### src/rtl/rv_fetch_stage.sv
// rv_fetch_stage: PC generation, imem alignment, one-entry hold buffer for decode stalls, redirect kill.
module rv_fetch_stage #(
  parameter logic [31:0] RESET_PC  = 32'h0000_0000,
  parameter logic [31:0] NOP_INSTR = 32'h0000_0013
) (
  input  logic        clk,
  input  logic        rst,
  output logic [31:0] pc_Q100H,
  input  logic [31:0] instruction_Q101H,
  input  logic        ready_Q101H,
  input  logic        redirect_valid_Q102H,
  input  logic [31:0] redirect_target_Q102H,
  output logic        valid_Q101H,
  output logic [31:0] pc_Q101H,
  output logic [31:0] instr_Q101H,
  output logic        fetch_err,
  output logic [31:0] fetch_count
);
  logic [31:0] pc_f;
  logic        hold_valid;
  logic [31:0] hold_instr;
  logic        advance;
  assign pc_Q100H    = pc_f;
  assign advance     = !valid_Q101H || ready_Q101H;
  assign instr_Q101H = !valid_Q101H ? NOP_INSTR : (hold_valid ? hold_instr : instruction_Q101H);
  always_ff @(posedge clk) begin
    if (rst) begin
      pc_f        <= RESET_PC;
      pc_Q101H    <= '0;
      valid_Q101H <= 1'b0;
      hold_valid  <= 1'b0;
      hold_instr  <= '0;
      fetch_err   <= 1'b0;
      fetch_count <= '0;
    end else begin
      if (valid_Q101H && ready_Q101H) fetch_count <= fetch_count + 32'd1;
      if (redirect_valid_Q102H) begin
        pc_f        <= {redirect_target_Q102H[31:2], 2'b00};
        valid_Q101H <= 1'b0;
        hold_valid  <= 1'b0;
        if (redirect_target_Q102H[1:0] != 2'b00) fetch_err <= 1'b1;
      end else if (advance) begin
        pc_Q101H    <= pc_f;
        valid_Q101H <= 1'b1;
        pc_f        <= pc_f + 32'd4;
        hold_valid  <= 1'b0;
      end else if (!hold_valid) begin
        // imem has moved on to pc_f, so capture the stalled word once
        hold_instr <= instruction_Q101H;
        hold_valid <= 1'b1;
      end
    end
  end
endmodule

### config.mk
export PLATFORM = sky130hd
export DESIGN_NAME = rv_fetch_stage
export DESIGN_NICKNAME = d
export VERILOG_FILES = /design/src/rtl/rv_fetch_stage.sv
export SDC_FILE = /design/constraint.sdc
export NUM_CORES = 1
export LEC_CHECK = 0
export BUFFER_PORTS_ARGS = -buffer_cell sky130_fd_sc_hd__buf_2
export CAP_MARGIN = 20
export CORE_UTILIZATION = 35
export CTS_BUF_LIST = sky130_fd_sc_hd__clkbuf_4 sky130_fd_sc_hd__clkbuf_8
export DETAILED_ROUTE_END_ITERATION = 12
export PLACE_DENSITY = 0.58
export SYNTH_ARGS = -nofsm -noshare
export SYNTH_HDL_FRONTEND = slang
export SYNTH_SLANG_ARGS = --single-unit
### constraint.sdc
create_clock -name clk -period 3.2 [get_ports clk]
set_clock_uncertainty 0.2 [all_clocks]
set_input_delay 0.64 -clock clk [delete_from_list [all_inputs] [get_ports clk]]
set_output_delay 0.64 -clock clk [all_outputs]
set_load 0.05 [all_outputs]
[Yosys cells after proc, flatten, opt, wreduce, memory -nomap -nowiden]
Cells that the tools add are included.
Cells by class
  add/sub/neg operators: 2
  mux-type cells: 5
  bitwise gates (word level): 2
  reductions and logical operators: 9
Operators by type and width (number)
  32-bit two-way mux: 4
  32-bit by 1-bit adder with 32-bit output (second input constant): 1
  32-bit by 3-bit adder with 32-bit output (second input constant): 1
  2-bit AND reduction: 3
  2-bit nonzero test: 2
  1-bit inverter: 2
  2-bit OR reduction: 1
  1-bit logical AND: 1
  1-bit zero test: 1
  1-bit logical OR: 1
  1-bit two-way mux: 1
Word-level totals
  bits in registers: 131
  output and inout port bits: 130
  logic and storage cells: 26

[Longest topological paths before layout]
Gate-level depths: netlist of the first run.
  depth in word-level cells: 4
  mapped depth: 7
  gate-level depth less buffers: 6

[Least setup slack after synthesis of the first run]
OpenSTA, ideal clock, no wires.
  path type: register to output
  start: register valid_Q101H
  end: output instr_Q101H[24]
  arrival: 1.868 ns
  required time: 2.360 ns
  slack: 0.492 ns
  cell stages (with the launch flop): 4
  cell sequence: dfxtp_1 buf_2 clkbuf_1 nor2b_1
Between the ends
  word-level cells in the longest chain between the ends: 1
RTL lines
  start, declared: line 13  | output logic valid_Q101H,
  start signal, assigned: line 30  | valid_Q101H <= 1'b0;
  start signal, assigned: line 39  | valid_Q101H <= 1'b0;
  start signal, assigned: line 44  | valid_Q101H <= 1'b1;
  32-bit two-way mux: line 25  | assign instr_Q101H = !valid_Q101H ? NOP_INSTR : (hold_valid ? hold_instr : instruction_Q101H);
  end, declared: line 15  | output logic [31:0] instr_Q101H,
No other way between the ends.

[Final worst setup path of the first run]
  start: register hold_valid
  end: output instr_Q101H[10]
Between the ends
  word-level cells in the longest chain between the ends: 2
RTL lines
  start, declared: line 20  | logic hold_valid;
  start signal, assigned: line 31  | hold_valid <= 1'b0;
  start signal, assigned: line 40  | hold_valid <= 1'b0;
  start signal, assigned: line 46  | hold_valid <= 1'b0;
  32-bit two-way mux
  32-bit two-way mux: line 25
No other way between the ends.

==> results of run 1 <==
[state kept, by name, summed over array words and instances, names as in the netlist]
name	cells
hold_instr	32
valid_Q101H	1
fetch_count	32
pc_Q101H	30
pc_Q100H	30
hold_valid	1
fetch_err	1
[cell usage in the layout (no fill, tap or decap), types with 6 or more instances in the layout]
cell type and instances:
inv_1 7, buf_2 192, xnor2_1 24, clkbuf_8 23
nor2_1 60, mux2i_1 34, a211oi_1 14, dfxtp_1 126
and4_1 8, and3_1 7, buf_4 16, a21oi_1 73
nor2b_1 31, nand2_1 156, nand4_1 21, or3_1 6
nand3_1 20, xor2_1 29, nor3_1 12
[through the flow]
| step | std cells | cell area [um^2] | power [W] | worst slack (ns) | utilization, % |
|---|---|---|---|---|---|
| 3_5_place_dp | 1099 | 7040 | 0.00227 | 0.775 | 43.7 |
| 3_3_place_gp | 1099 | 7040 | 0.00227 | 0.801 | 43.7 |
| 5_1_grt | 1130 | 7430 | 0.00377 | 0.313 | 46.1 |
| 4_1_cts | 1130 | 7430 | 0.00366 | 0.406 | 46.1 |
| 2_1_floorplan | 725 | 5870 | 0.00210 | 0.492 | - |
| 6_report | 1130 | 7430 | 0.00360 | 0.480 | 46.1 |
[area by class of cell]
type	instances	area, um^2	area share, %
Sequential cell	127	2540	34.2
Multi-Input combinational cell	540	3100	41.7
Clock inverter	5	52.6	0.707
Tap cell	216	270	3.64
Clock buffer	26	339	4.56
Inverter	7	26.3	0.354
Timing Repair Buffer	209	1100	14.8
[layer usage]
layer  up-vias  global-route usage [%]  part of all wire (%)
li1       2801                       -                     -
met5         -                       0                     0
met1      2529                    24.6                    46
met2       141                    30.2                    46
met4         0                    5.88                   1.2
met3        12                    6.06                   6.5
[cell families (layout without fill, tap and decap cells)]
kind of cell	count (synthesis)	after routing	share of synthesized area, %
simple gates	345	345	28.5
flops	127	127	43.4
compound gates	102	102	9.84
buf+inv	58	247	4.06
xor+xnor	53	53	7.92
mux	34	34	5.81
fa+ha+maj	2	2	0.427
other cells	1	4	0.0640
[report_power, final]
group          internal [W]  switching (W)  total, W
Sequential          0.00163      0.0000630   0.00170
Combinational      0.000147       0.000383  0.000530
Clock              0.000757       0.000613   0.00137
[critical path: cells and delay by family (launching register included)]
kind          cells  cell delay, ns
mux               1            0.11
flops             1            0.60
simple gates      1            0.11
buf+inv           2            0.62
[worst max path at each step]
| stage | startpoint | to | slack (ns) | cells past startpoint |
|---|---|---|---|---|
| after global routing | hold_valid | instr_Q101H[2] | 0.31 | 4 |
| after global placement | ready_Q101H | pc_Q100H[29] | 0.80 | 7 |
| after CTS | hold_valid | instr_Q101H[8] | 0.41 | 4 |
| final | hold_valid | instr_Q101H[10] | 0.48 | 4 |
| after detailed placement | ready_Q101H | pc_Q100H[29] | 0.77 | 7 |
| after floorplan | valid_Q101H | instr_Q101H[24] | 0.49 | 3 |
==> impl_metrics.ini, run 1 <==
[status]
outcome = finished clean

[yosys]
synth_area_um2 = 5860
yosysWarnings = 0
ys_types = 41
yosys_register_bits = 127
ys_seq_area_share_pct = 43.4
syn_area_per_cell_um2 = 8.12
syn_inst = 722
synthFlopType = dfxtp_1
synthTopCellsByArea = dfxtp_1 43%, nand2_1 10%, a21oi_1 6.2%
synth_edf_count = 0
ys_async_sr_fraction_pct = 0
yosys.area.top_type = dfxtp_1
synth_most_common_cell = nand2_1
yosysTopAreaCellShare_pct = 43.4
ys_top_cells_by_count = 156 x nand2_1, 127 x dfxtp_1, 73 x a21oi_1

[global_route]
grt_max_degree = 50
grt_pass1_vias = 5037
antenna_found_initial = 0
grt_pass1_wl_um = 26400
grtUsageTotal_pct = 19.1
grt_overflow = 0

[worst_setup_path]
cp-start-kind = register
crit_path_end_kind = output port
rrSetupSlack_ns = 1.00
cp.required_ns = 2.36
reg2reg_depth = 6
crit_slowest_cell = dfxtp_2
crit_type = reg2out
slowest_delay_ns = 0.60
r2r-end = pc_Q100H[25]
worstPathMaxFanout = 15
crit_chain = buf_4, mux2i_1, nor2b_1, buf_2
crit_arrival_ns = 1.88
reg2reg_from = valid_Q101H

[timing]
fmax_mhz = 368
layout_min_cycle_time_ns = 2.72
finalSetupTns_ns = 0
worst_pin_slew_ns = 0.690
maxSlewHeadroom_pct = 53.6
rsz0062_at_grt = false
slew_violations = 0
setup_viol = 0
finalCritPeriodShare_pct = 85.0
hold_violations = 0
holdWs_ns = 0.247

[clock_network]
worstSkewPairLatency_ns = 0.44
cts_made_buffers = 17
cts-resized-gates = 0
cts_sinks = 127
h-tree-depth = 4
cts_buffer_depth = 2
cts_setup_buffers = 0
cts-root-buf = clkbuf_8
cts_tree = built
clk_pin_slew_ns = 0.07
ctsHoldBuffers = 0

[cells_and_area]
area_growth_pct = 26.8
antenna_cells = 0
drive_above_1_share_pct = 28.0
nFillCells = 1676
layout.nets = 972

[drt]
wl_um = 16300
first_iter_violations = 288
via_per_inst = 4.85
wl_per_cell_um = 14.4
via_count = 5483
antenna_left = 0
drc = 0
first_pass_iters = 4

[floorplan]
chipHeight_um = 131
core_area_um2 = 16100
initial_utilization_pct = 36.4
io_pins = 198
dieArea_um2 = 17300
rows = 46
dieWidth_um = 131

[worst_hold_path]
min_path_type = in2reg
min-delay-start = instruction_Q101H[21]
min_to = hold_instr[21]
whs_path_depth = 3

[pwr]
ir_drop_v = 0.000230
powerDensity_nw_per_um2 = 484
p_leak_nw = 3.03

[run]
cap_violations = 0

[placed_design]
port_buffers = 193
place_congestion = 0.749
dpl.hpwl_um = 11400
(Power assumes the default switching activity.)
==> inputs of run 2 (changes only) <==
- CAP_MARGIN: 20 -> 25
- clock period: 3.2 -> 3 ns (I/O delays scaled with it)
==> run 2 against run 1 <==
  * Clock power shrank 10%
  * Setup slack lost 0.14 ns
  * Sequential power grew 6%
  * Power grew 0.26%
  * Register-to-register slack lost 0.26 ns
  * Sequential cell count is the same
  * Critical path depth shrank 1
  * Sequential share of layout area grew 0.36 points
  * Combinational power grew 7.2%
  * Largest power group unchanged
  * Utilization shrank 0.47 points
  * Die area is the same
==> impl_metrics.ini, run 2 (synthesis results as in run 1) <==
[timing]
finalSetupTns_ns = 0
maxSlewHeadroom_pct = 51.2
hold_violations = 0
layout_min_cycle_time_ns = 2.66
slew_violations = 0
worst_pin_slew_ns = 0.727
setup_viol = 0
finalCritPeriodShare_pct = 88.8
holdWs_ns = 0.212
fmax_mhz = 376
rsz0062_at_grt = false

[worst_setup_path]
worstPathMaxFanout = 27
crit_slowest_cell = dfxtp_1
crit_path_end_kind = output port
path_delay_family = buffers and inverters
critPathBufInv = 2
crit_type = reg2out
slowest_delay_ns = 0.61
crit_arrival_ns = 1.86
cp.required_ns = 2.20
crit_chain = buf_4, nor2b_1, buf_2
cp-start-kind = register

[cells_and_area]
final_common_cell = buf_2
mostFrequentLayoutCells = 192 x buf_2, 156 x nand2_1, 126 x dfxtp_1
fin_cells = 1122
antenna_cells = 0
nFillCells = 1685
drive_above_1_share_pct = 27.4
reg_top3 = fetch_count (32), hold_instr (32)
area_growth_pct = 25.5
layout.nets = 970

[floorplan]
core_area_um2 = 16100
initial_utilization_pct = 36.4
dieArea_um2 = 17300
io_pins = 198
chipHeight_um = 131
rows = 46
dieWidth_um = 131

[clock_network]
clk_pin_slew_ns = 0.07
cts-resized-gates = 0
cts_buffer_depth = 2
h-tree-depth = 4
cts_tree = built
ctsHoldBuffers = 0
cts-root-buf = clkbuf_8
cts_sinks = 127
cts_setup_buffers = 0
cts_made_buffers = 17
worstSkewPairLatency_ns = 0.42

[pwr]
ir_drop_v = 0.000338
total_power_w = 0.00361
p_leak_nw = 2.99
powerDensity_nw_per_um2 = 490

[drt]
wl_per_cell_um = 14.6
first_pass_iters = 4
via_per_inst = 4.93
drc = 0
via_count = 5528
antenna_left = 0
first_iter_violations = 318
wl_um = 16400

[placed_design]
place_congestion = 0.787
dpl.hpwl_um = 11200
port_buffers = 193
dp_cells = 1097

[global_route]
grt_overflow = 0
antenna_found_initial = 1
grt_max_degree = 52
grtUsageTotal_pct = 18.9
met2_usage_pct = 29.4
grt-busiest-layer = met2
grt_pass1_vias = 4938
grtUsageMet3_pct = 6.21
grt_pass1_wl_um = 26100
use_met1_pct = 24.6

[worst_hold_path]
min_path_type = in2reg

[run]
cap_violations = 0

[status]
outcome = finished clean
-- run 2: cell count changes in the layout (fill, tap and decap cells not counted), sizes merged --
cell	change
clkbuf	-4
buf	-2
bufinv	-1
clkinvlp	-1
-- run 2: through the flow --
stage	setup WS, ns	instance area, um^2	util, %
after floorplan	0.332	5870	-
after global placement	0.543	7050	43.8
after detailed placement	0.497	7050	43.8
after CTS	0.280	7360	45.6
after global routing	0.198	7360	45.6
final	0.337	7360	45.6
-- run 2: report_power, final --
part	switching [W]	leakage (nW)	total, W	internal (W)
logic	0.000410	1.79	0.000568	0.000158
registers	0.0000665	1.04	0.00181	0.00174
clock network	0.000611	0.165	0.00123	0.000619
total	0.00109	2.99	0.00361	0.00252
-- run 2: metal layers --
metal | wire (um) | part of all wire (%)
met1 | 7730 | 47
met3 | 1090 | 6.6
met2 | 7320 | 45
met4 | 216 | 1.3
met5 | 13 | 0.079
-- run 2: worst paths after layout --
| check | from | end | slack, ns | cells after the start |
|---|---|---|---|---|
| max | valid_Q101H | instr_Q101H[16] | 0.34 | 3 |
| min | instruction_Q101H[20] | hold_instr[20] | 0.21 | 3 |
| max reg2reg | valid_Q101H | pc_Q100H[29] | 0.74 | 6 |
| min reg2reg | fetch_err | fetch_err | 0.25 | 2 |
-- run 2: cell type report --
class                   instances  area (um^2)  area share [%]
well taps                     216          270            3.67
flip-flops and latches        127         2540            34.6
repair buffers                207         1110            15.1
clock inverters                 3         15.0           0.204
multi-input cells             540         3100            42.1
inverters                       7         26.3           0.357
clock buffers                  22          290            3.95
-- run 2: worst min-delay path: stages --
cell and delay, ns:
buf_2 0.10, nand2_1 0.05, a21oi_1 0.05
